`config.mk`:
```
export PLATFORM = sky130hd
export DESIGN_NAME = vga_timing_gen
export DESIGN_NICKNAME = d
export VERILOG_FILES = /design/src/rtl/vga_pkg.sv /design/src/rtl/vga_delay_line.sv /design/src/rtl/vga_timing_gen.sv
export SDC_FILE = /design/constraint.sdc
export NUM_CORES = 1
export LEC_CHECK = 0
export ABC_AREA = 0
export CAP_MARGIN = 20
export CORE_AREA = 2 2 96 98
export DETAILED_ROUTE_END_ITERATION = 6
export DIE_AREA = 0 0 98 100
export GPL_TIMING_DRIVEN = 0
export SYNTH_ARGS = -nofsm -noshare
export SYNTH_HDL_FRONTEND = slang
export SYNTH_SLANG_ARGS = --single-unit
```
`constraint.sdc`:
```
create_clock -name vga_clk -period 5.1 [get_ports vga_clk]
set_clock_uncertainty 0.2 [all_clocks]
set_input_delay 1.02 -clock vga_clk [delete_from_list [all_inputs] [get_ports vga_clk]]
set_output_delay 1.02 -clock vga_clk [all_outputs]
set_load 0.01 [all_outputs]
```
`src/rtl/vga_pkg.sv`:
```
// vga_pkg: standard timing sets, colour-bar table and line/frame total helper.
package vga_pkg;

   localparam int VGA_H_ACTIVE  = 640;
   localparam int VGA_H_FP      = 16;
   localparam int VGA_H_SYNC    = 96;
   localparam int VGA_H_BP      = 48;
   localparam int VGA_V_ACTIVE  = 480;
   localparam int VGA_V_FP      = 10;
   localparam int VGA_V_SYNC    = 2;
   localparam int VGA_V_BP      = 33;

   localparam int SVGA_H_ACTIVE = 800;
   localparam int SVGA_H_FP     = 40;
   localparam int SVGA_H_SYNC   = 128;
   localparam int SVGA_H_BP     = 88;
   localparam int SVGA_V_ACTIVE = 600;
   localparam int SVGA_V_FP     = 1;
   localparam int SVGA_V_SYNC   = 4;
   localparam int SVGA_V_BP     = 23;

   // {r,g,b} channel enables, left-to-right bar order
   localparam logic [2:0] BAR_WHITE   = 3'b111;
   localparam logic [2:0] BAR_YELLOW  = 3'b110;
   localparam logic [2:0] BAR_CYAN    = 3'b011;
   localparam logic [2:0] BAR_GREEN   = 3'b010;
   localparam logic [2:0] BAR_MAGENTA = 3'b101;
   localparam logic [2:0] BAR_RED     = 3'b100;
   localparam logic [2:0] BAR_BLUE    = 3'b001;
   localparam logic [2:0] BAR_BLACK   = 3'b000;

   function automatic int vga_total(
      input int act,
      input int fp,
      input int sync,
      input int bp
   );
      return act + fp + sync + bp;
   endfunction

   function automatic logic [2:0] bar_colour(input logic [2:0] idx);
      logic [2:0] c;
      unique case (idx)
         3'd0: c = BAR_WHITE;
         3'd1: c = BAR_YELLOW;
         3'd2: c = BAR_CYAN;
         3'd3: c = BAR_GREEN;
         3'd4: c = BAR_MAGENTA;
         3'd5: c = BAR_RED;
         3'd6: c = BAR_BLUE;
         default: c = BAR_BLACK;
      endcase
      return c;
   endfunction

endpackage

```
`src/rtl/vga_delay_line.sv`:
```
// vga_delay_line: W-bit, DEPTH-stage shift register; DEPTH=0 is a wire.
module vga_delay_line #(
   parameter int           W     = 1,
   parameter int           DEPTH = 1,
   parameter logic [W-1:0] INIT  = '0
) (
   input  logic         clk_i,
   input  logic         rst_ni,
   input  logic [W-1:0] d_i,
   output logic [W-1:0] q_o
);

   generate
      if (DEPTH == 0) begin : g_pass
         assign q_o = d_i;
      end else begin : g_shift
         logic [W-1:0] stage_q [DEPTH];

         always_ff @(posedge clk_i or negedge rst_ni) begin
            if (!rst_ni) begin
               for (int i = 0; i < DEPTH; i++)
                  stage_q[i] <= INIT;
            end else begin
               stage_q[0] <= d_i;
               for (int i = 1; i < DEPTH; i++)
                  stage_q[i] <= stage_q[i-1];
            end
         end

         assign q_o = stage_q[DEPTH-1];
      end
   endgenerate

endmodule

```
`src/rtl/vga_timing_gen.sv`:
```
// vga_timing_gen: parametrised VGA sync/DE generator with pixel-latency alignment.
// Define VGA_TEST_PATTERN_EN to replace pix_data with eight vertical colour bars.
module vga_timing_gen
   import vga_pkg::*;
#(
   parameter int H_ACTIVE = VGA_H_ACTIVE,
   parameter int H_FP     = VGA_H_FP,
   parameter int H_SYNC   = VGA_H_SYNC,
   parameter int H_BP     = VGA_H_BP,
   parameter int V_ACTIVE = VGA_V_ACTIVE,
   parameter int V_FP     = VGA_V_FP,
   parameter int V_SYNC   = VGA_V_SYNC,
   parameter int V_BP     = VGA_V_BP,
   parameter bit H_POL    = 1'b0,
   parameter bit V_POL    = 1'b0,
   parameter int PIX_LAT  = 1,
   parameter int RGB_W    = 24,
   parameter int FCNT_W   = 16
) (
   input  logic              vga_clk,
   input  logic              sys_rst_n,
   input  logic              blank,
   input  logic [RGB_W-1:0]  pix_data,
   output logic              pix_req,
   output logic [9:0]        pos_x,
   output logic [9:0]        pos_y,
   output logic              hsync,
   output logic              vsync,
   output logic              de,
   output logic [RGB_W-1:0]  rgb,
   output logic              frame_start,
   output logic [FCNT_W-1:0] frame_cnt
);

   localparam int H_TOTAL = vga_total(H_ACTIVE, H_FP, H_SYNC, H_BP);
   localparam int V_TOTAL = vga_total(V_ACTIVE, V_FP, V_SYNC, V_BP);
   localparam int HW      = $clog2(H_TOTAL);
   localparam int VW      = $clog2(V_TOTAL);
`ifdef VGA_TEST_PATTERN_EN
   localparam int DW      = 6;
`else
   localparam int DW      = 3;
`endif

   logic [HW-1:0]     h_cnt_q, h_cnt_d;
   logic [VW-1:0]     v_cnt_q, v_cnt_d;
   logic              h_wrap, hs_raw, vs_raw;
   logic              blank_l_q, blank_l_d;
   logic              hsync_q, hsync_d;
   logic              vsync_q, vsync_d;
   logic              de_q, de_d;
   logic [RGB_W-1:0]  rgb_q, rgb_d, colour;
   logic              fs_q, fs_d;
   logic [FCNT_W-1:0] fcnt_q, fcnt_d;
   logic [DW-1:0]     dl_in, dl_out;
   logic              hs_dly, vs_dly, de_pre;

   always_comb begin
      h_wrap  = (int'(h_cnt_q) == H_TOTAL - 1);
      h_cnt_d = h_wrap ? '0 : h_cnt_q + HW'(1);
      v_cnt_d = v_cnt_q;
      if (h_wrap)
         v_cnt_d = (int'(v_cnt_q) == V_TOTAL - 1) ? '0 : v_cnt_q + VW'(1);
   end

   always_comb begin
      pix_req = (int'(h_cnt_q) < H_ACTIVE) && (int'(v_cnt_q) < V_ACTIVE);
      pos_x   = pix_req ? 10'(h_cnt_q) : '0;
      pos_y   = pix_req ? 10'(v_cnt_q) : '0;
      hs_raw  = (int'(h_cnt_q) >= H_ACTIVE + H_FP) &&
                (int'(h_cnt_q) <  H_ACTIVE + H_FP + H_SYNC);
      vs_raw  = (int'(v_cnt_q) >= V_ACTIVE + V_FP) &&
                (int'(v_cnt_q) <  V_ACTIVE + V_FP + V_SYNC);
   end

`ifdef VGA_TEST_PATTERN_EN
   localparam int CW = RGB_W / 3;
   logic [2:0] bar_idx, bar_rgb;
   assign bar_idx = 3'((int'(h_cnt_q) * 8) / H_ACTIVE);
   assign dl_in   = {bar_idx, hs_raw, vs_raw, pix_req};
   assign bar_rgb = bar_colour(dl_out[5:3]);
   assign colour  = RGB_W'({{CW{bar_rgb[2]}}, {CW{bar_rgb[1]}}, {CW{bar_rgb[0]}}});
`else
   assign dl_in   = {hs_raw, vs_raw, pix_req};
   assign colour  = pix_data;
`endif

   vga_delay_line #(
      .W     (DW),
      .DEPTH (PIX_LAT),
      .INIT  ('0)
   ) u_dly (
      .clk_i  (vga_clk),
      .rst_ni (sys_rst_n),
      .d_i    (dl_in),
      .q_o    (dl_out)
   );

   assign {hs_dly, vs_dly, de_pre} = dl_out[2:0];

   // blank only changes across a line boundary so a line is never torn
   always_comb begin
      blank_l_d = h_wrap ? blank : blank_l_q;
      hsync_d   = hs_dly ^ ~H_POL;
      vsync_d   = vs_dly ^ ~V_POL;
      de_d      = de_pre;
      rgb_d     = (de_pre && !blank_l_q) ? colour : '0;
      fs_d      = (h_cnt_q == '0) && (v_cnt_q == '0);
      fcnt_d    = fcnt_q + FCNT_W'(fs_q);
   end

   always_ff @(posedge vga_clk or negedge sys_rst_n) begin
      if (!sys_rst_n) begin
         h_cnt_q   <= '0;
         v_cnt_q   <= '0;
         blank_l_q <= 1'b1;
         hsync_q   <= ~H_POL;
         vsync_q   <= ~V_POL;
         de_q      <= 1'b0;
         rgb_q     <= '0;
         fs_q      <= 1'b0;
         fcnt_q    <= '0;
      end else begin
         h_cnt_q   <= h_cnt_d;
         v_cnt_q   <= v_cnt_d;
         blank_l_q <= blank_l_d;
         hsync_q   <= hsync_d;
         vsync_q   <= vsync_d;
         de_q      <= de_d;
         rgb_q     <= rgb_d;
         fs_q      <= fs_d;
         fcnt_q    <= fcnt_d;
      end
   end

   assign hsync       = hsync_q;
   assign vsync       = vsync_q;
   assign de          = de_q;
   assign rgb         = rgb_q;
   assign frame_start = fs_q;
   assign frame_cnt   = fcnt_q;

endmodule
```
==> results of run 1 <==
## worst max-delay path, delay by kind of cell (launching register included)
family        cells  cell delay, ns
flops             1            0.45
simple gates      4            0.79
buf+inv           3            0.92
## worst max path at each step
stage                  to        from  cells past startpoint
2_1_floorplan    pos_x[7]  v_cnt_q[5]                      6
3_3_place_gp   h_cnt_q[4]   sys_rst_n                      1
3_5_place_dp     pos_x[8]  v_cnt_q[5]                      7
4_1_cts          pos_x[8]  v_cnt_q[5]                      7
5_1_grt          pos_y[3]  v_cnt_q[5]                      7
6_report         pos_y[5]  v_cnt_q[5]                      7
## cell usage after synthesis (all sizes together)
| cell | n |
|---|---|
| dfrtp | 65 |
| and2 | 42 |
| nand2 | 20 |
| nand3 | 16 |
| xnor2 | 13 |
| nor2 | 11 |
| xor2 | 11 |
| buf | 10 |
| inv | 9 |
| nor4 | 9 |
| nor3 | 8 |
| and3 | 6 |
| ha | 6 |
| nand4 | 4 |
| o21ai | 4 |
| a21oi | 3 |
| dfstp | 3 |
| and2b | 2 |
| clkbuf | 2 |
| nor4b | 2 |
| a31oi | 1 |
| a41oi | 1 |
| and4 | 1 |
| conb | 1 |
| mux2 | 1 |
| mux2i | 1 |
| nand2b | 1 |
| nand3b | 1 |
| nor2b | 1 |
| nor3b | 1 |
| o211ai | 1 |
| o21a | 1 |
| o21ba | 1 |
| o2bb2ai | 1 |
| or3b | 1 |
| or4 | 1 |
## per-layer routing
layer  share of wire  up-vias
met5               0        -
met4          0.0089        0
met3           0.061        6
met2            0.44       71
met1            0.49     1037
li1                -     1072
## sequential cells by signal, summed over array words and instances, names as in the netlist
| name | cells |
|---|---|
| rgb | 24 |
| h_cnt_q | 10 |
| vsync | 1 |
| frame_cnt | 16 |
| hsync | 1 |
| blank_l_q | 1 |
| frame_start | 1 |
| v_cnt_q | 10 |
| de | 1 |
| u_dly.q_o | 3 |
## kinds of logic (layout without fill, tap and decap cells)
| group | count (synthesis) | in the layout | synth area share |
|---|---|---|---|
| AO/OA/AOI/OAI | 13 | 13 | 0.0282 |
| XOR/XNOR | 24 | 24 | 0.0706 |
| adder cells (fa/ha/maj) | 6 | 6 | 0.0252 |
| buffers and inverters | 21 | 127 | 0.0437 |
| flip-flops | 68 | 68 | 0.573 |
| multiplexers | 2 | 2 | 0.00841 |
| other | 1 | 1 | 0.00126 |
| AND/OR/NAND/NOR | 127 | 127 | 0.249 |
## stage by stage
step / hold WS, ns / power [mW]
2_1_floorplan: 0.137 / 0.551
3_5_place_dp: 0.144 / 0.580
3_3_place_gp: 0.140 / 0.581
6_report: 0.151 / 1.10
4_1_cts: 0.155 / 1.12
5_1_grt: 0.160 / 1.14
## power by group
part	switching [mW]	internal [mW]	leakage (nW)
logic	0.0123	0.0175	0.859
registers	0	0.539	0.910
clock network	0.202	0.326	0.117
total	0.215	0.882	1.89
## area by class of cell
class / count / area [µm²]
Timing Repair Buffer: 90 / 898
Multi-Input combinational cell: 173 / 1140
Tap cell: 111 / 139
Inverter: 9 / 33.8
Clock buffer: 10 / 128
Buffer: 12 / 96.3
Clock inverter: 6 / 111
Fill cell: 828 / 4640
Sequential cell: 68 / 1710
==> out/metrics.yaml, run 1 <==
sta:
  maxClockFrequency_mhz: 270
  tightest_slew_ns: 0.842
  final-max-slew-violation-count: 0
  max-slew-margin-rel: 0.439
  grt_setup_unrepaired: "no"
  setup_ws_ns: 1.40
  final_critical_period_ns: 3.70
  fin_crit_sh: 0.726
  totalNegativeSetupSlack_ns: 0
  setup_viol: 0
  finalHoldViolations: 0
worst_setup_path:
  crit_path_required_time_ns: 3.88
  timing.reg2reg.setup_slack_ns: 3.08
  regToRegStartpoint: "v_cnt_q[1]"
  worst-setup-path-type: "reg -> out"
  crit_chain: "and3_1 > and2_1 > buf_6 > nor3_4 > buf_4 > and2_1 > clkdlybuf4s50_1"
  critical_path.startpoint_type: "register"
  r2r_cells: 6
  worst_path_largest_cell_delay_ns: 0.57
  critPathSlowestCell: "clkdlybuf4s50_1"
  worst_flop_to_flop_path_endpoint: "v_cnt_q[4]"
  cp_max_fo: 11
  crit_top_cell: "and2_1"
  crit_arrival_ns: 2.48
  setup.worst_path.end_class: "primary output"
clock_network:
  cts.repair_timing.setup_buffer_count: 0
  clock_tree_from_tritoncts: "yes"
  max-clock-path-buffers: 2
  cts.reportedPaths.clkPinSlew_ns: 0.07
  cts.hold.buffers_added: 0
  htree_num_levels: 3
  post_cts.resized_instances: 0
  worstSkewPairLatency_ns: 0.33
  cts_root_buf: "clkbuf_8"
  cts_buffers: 9
  cts_sinks: 68
final_layout:
  most_frequent_standard_cell_in_the_layout_excluding_fill_and_tap_cells: "clkdlybuf4s50_1"
  n_antenna_cell: 0
  fin_cells: 479
  area_growth_syn_to_layout_pct: 42.9
  share_of_post_route_cells_with_drive_strength_above_1: 0.103
  final_core_util: 0.478
  commonest_non_fill_non_tap_cells_in_the_layout: "89 x clkdlybuf4s50_1, 65 x dfrtp_1, 41 x and2_1"
  final_net_count: 396
  fin_area_um2: 4250
grt:
  grt_antenna_before_repair: 0
  globalRouteMet1Util: 0.189
  global_route.peak_usage_layer: "met2"
  grt_overflow_total: 0
  number_of_global_route_vias_before_repair: 2117
  globalRouteMet2Util: 0.205
  global_route_wire_length_before_repair_mm: 10.6
  grt.met3_usage: 0.0369
  track_usage: 0.136
  largest_net_degree_at_the_start_of_global_routing: 69
synth:
  synthesis.area_um2: 2980
  post_synth_num_cell_types: 44
  ys_seq_elements: 68
  synth-seq-area-share: 0.573
  postSynthNetCount: 295
  yosys.area.top_type_share: 0.547
  syn-instance-count: 262
  yosys.area.top_type: "dfrtp_1"
  yosysWarningCount: 0
  post_synth.cell_area_avg_um2: 11.4
  synth_top_cells_by_area: "dfrtp_1 55%, and2_1 8.6%, xnor2_1 3.8%, xor2_1 3.2%, dfstp_2 2.6%"
pwr:
  powerDensity_nw_per_um2: 258
  vdd_ir_drop_max_uv: 149
  cellLeakagePower_nw: 1.89
drt:
  first_pass_iters: 4
  finalWirelength_mm: 6.26
  first_iter_violations: 60
  vias: 2186
  post_drt_via_cell_ratio: 4.56
  antenna_left: 0
  remaining_drc_errors: 0
  post_drt_wl_per_cell_um: 13.1
floorplanning:
  initial_utilization: 0.335
  io-pin-count: 92
  std_cell_rows: 35
  floorplan.die.width_um: 98
  core_area_um2: 8890
  chipHeight_um: 100
  die_area_um2: 9800
placed_design:
  place_congestion: 0.812
  placement.cell_area_um2: 4010
  portBuffers: 90
  placedCellCount: 463
  detailedPlace.worstSlack_ns: 1.73
  hpwl_mm: 4.47
min_path:
  hold_path_class: "reg -> reg"
  hold_ep: "hsync"
  hold_depth: 1
  worstHoldStart: "u_dly.q_o[2]"
flow_run:
  max_cap_violations: 0
outcome:
  run_status: "completed"
Power figures use the tool's default switching activity.
==> run 2, diff against run 1 <==
Clock period 5.1 ns to 3 ns, I/O delays scaled along.
==> out/metrics.yaml, run 2 (synthesized netlist as in run 1, its figures left out) <==
worst_setup_path:
  crit_arrival_ns: 2.26  # -0.22 ns
  critical_path.startpoint_type: "register"
  crit_path_required_time_ns: 2.20  # -1.68 ns
  timing.reg2reg.setup_slack_ns: 0.98  # -2.10 ns
  regToRegStartpoint: "v_cnt_q[0]"
  worst_flop_to_flop_path_endpoint: "v_cnt_q[4]"
  cp_max_fo: 6  # -5
  worst-setup-path-type: "reg -> out"
  r2r_cells: 6  # unchanged
  setup.worst_path.end_class: "primary output"
drt:
  antenna_left: 0  # unchanged
  first_iter_violations: 78  # +30%
  post_drt_wl_per_cell_um: 13.2  # +0.85%
  first_pass_iters: 4  # unchanged
  remaining_drc_errors: 0  # unchanged
  finalWirelength_mm: 6.38  # +1.9%
  post_drt_via_cell_ratio: 4.60  # +0.73%
  vias: 2225  # +1.8%
placed_design:
  portBuffers: 90  # unchanged
  detailedPlace.worstSlack_ns: 0.0486  # -1.68 ns
  place_congestion: 0.812  # unchanged
  hpwl_mm: 4.47  # unchanged
final_layout:
  area_growth_syn_to_layout_pct: 44.1
  most_frequent_standard_cell_in_the_layout_excluding_fill_and_tap_cells: "clkdlybuf4s50_1"
  n_antenna_cell: 0  # unchanged
  share_of_post_route_cells_with_drive_strength_above_1: 0.118  # +0.0147
  final_core_util: 0.482  # +0.00394
  final_net_count: 401  # +1.3%
  largest_reg_flops: 24  # unchanged
  commonest_non_fill_non_tap_cells_in_the_layout: "74 x clkdlybuf4s50_1, 64 x dfrtp_1, 41 x and2_1"
min_path:
  worstHoldStart: "u_dly.q_o[2]"
  hold_path_class: "reg -> reg"
  hold_depth: 1  # unchanged
  hold_ep: "hsync"
pwr:
  powerDensity_nw_per_um2: 436  # +69%
  power_frac_comb: 0.027  # about the same
  cellLeakagePower_nw: 2.00  # +6.0%
  power.sequential.fraction: 0.491  # about the same
  internal-power_mw: 1.50  # +70%
  switching_component_of_the_power_mw: 0.367  # +71%
  vdd_ir_drop_max_uv: 254  # +70%
  switching_share: 0.197  # +0.000992
  power.clock.fraction: 0.482  # about the same
grt:
  grt.met3_usage: 0.0369  # unchanged
  globalRouteMet1Util: 0.194  # +0.00503
  grt_antenna_before_repair: 0  # unchanged
  largest_net_degree_at_the_start_of_global_routing: 69  # unchanged
  globalRouteMet2Util: 0.203  # -0.00158
  grt_overflow_total: 0  # unchanged
  number_of_global_route_vias_before_repair: 2139  # +1.0%
  global_route.peak_usage_layer: "met2"
  track_usage: 0.138  # +0.00196
  global_route_wire_length_before_repair_mm: 10.7  # +1.4%
sta:
  max-slew-margin-rel: 0.440  # +0.00148
  grt_setup_unrepaired: "yes"
  setup_viol: 2  # +2
  setup_ws_ns: -0.0556  # -1.45 ns
  totalNegativeSetupSlack_ns: -0.105  # -0.105 ns
  tightest_slew_ns: 0.840  # -0.00222 ns
  maxClockFrequency_mhz: 327
  final_critical_period_ns: 3.06
  final-max-slew-violation-count: 0  # unchanged
  finalHoldViolations: 0  # unchanged
  fin_crit_sh: 1.02
outcome:
  violated_checks: "setup timing"
  run_status: "finished with violations"
floorplanning:
  io-pin-count: 92  # unchanged
  die_area_um2: 9800  # unchanged
  std_cell_rows: 35  # unchanged
  floorplan.die.width_um: 98  # unchanged
  core_area_um2: 8890  # unchanged
  chipHeight_um: 100  # unchanged
  initial_utilization: 0.335  # unchanged
flow_run:
  max_cap_violations: 0  # unchanged
clock_network:
  cts_buffers: 9  # unchanged
  cts.reportedPaths.clkPinSlew_ns: 0.07  # about the same
  worstSkewPairLatency_ns: 0.33  # about the same
  htree_num_levels: 3  # unchanged
  clock_tree_from_tritoncts: "yes"
  cts_root_buf: "clkbuf_8"
  max-clock-path-buffers: 2  # unchanged
  cts_sinks: 68  # unchanged
-- run 2: cell types whose count changed in the layout (fill, tap and decap cells not counted) --
cell,previous run,this run
buf_6,5,6
dlygate4sd2_1,0,12
dfrtp_1,65,64
dlymetal6s2s_1,0,3
buf_4,4,8
dfrtp_2,0,1
clkdlybuf4s50_1,89,74
-- run 2: final cells by class --
| cell class | count | area [µm²] |
|---|---|---|
| fillers | 835 | 4600 |
| flip-flops and latches | 68 | 1710 |
| multi-input cells | 173 | 1140 |
| repair buffers | 95 | 928 |
| well taps | 111 | 139 |
| clock buffers | 10 | 128 |
| clock inverters | 6 | 111 |
| plain buffers | 12 | 100 |
| inverters | 9 | 33.8 |
-- run 2: stage by stage --
stage | instances | power, mW | hold slack, ns | cell area, µm²
floorplan | 262 | 0.936 | 0.104 | 2980
global placement | 463 | 0.987 | 0.140 | 4020
detailed placement | 463 | 0.986 | 0.144 | 4010
CTS | 484 | 1.90 | 0.155 | 4280
global route | 484 | 1.94 | 0.160 | 4290
finish | 484 | 1.87 | 0.151 | 4290
-- run 2: worst max-delay path: stages (launching register included) --
cell and delay [ns]:
dfrtp_2 0.41, and3_1 0.20, and2_1 0.17, buf_6 0.13
nor3_4 0.17, buf_4 0.17, and2_2 0.14, clkdlybuf4s50_1 0.53
-- run 2: worst max path at each step --
stage | startpoint | end | slack, ns | cells past startpoint
finish | v_cnt_q[5] | pos_x[2] | -0.06 | 7
detailed placement | v_cnt_q[5] | pos_x[8] | 0.05 | 7
floorplan | v_cnt_q[5] | pos_x[7] | 0.74 | 6
global route | v_cnt_q[5] | pos_y[4] | -0.13 | 7
CTS | v_cnt_q[5] | pos_x[2] | -0.08 | 7
global placement | sys_rst_n | h_cnt_q[4] | -1.18 | 1
-- run 2: layer usage --
metal,vias to the layer above,share of wire
met5,-,0
met4,0,0.016
met3,8,0.058
met2,74,0.43
met1,1063,0.49
li1,1080,-
-- run 2: power by group through the flow --
stage	Clock [mW]	Combinational, mW	Sequential (mW)
after floorplan	0	0.00176	0.934
after CTS	0.929	0.0527	0.916
final	0.900	0.0505	0.916
after detailed placement	0	0.0523	0.934
after global placement	0	0.0530	0.934
after global routing	0.967	0.0571	0.916
-- run 2: timing repair --
action,4_1_cts,5_1_grt
buffers inserted,4,0
endpoints found under the setup margin,18,6
hold buffers,0,0
gates resized for setup,15,3
pin swaps,1,0
gates cloned,1,0
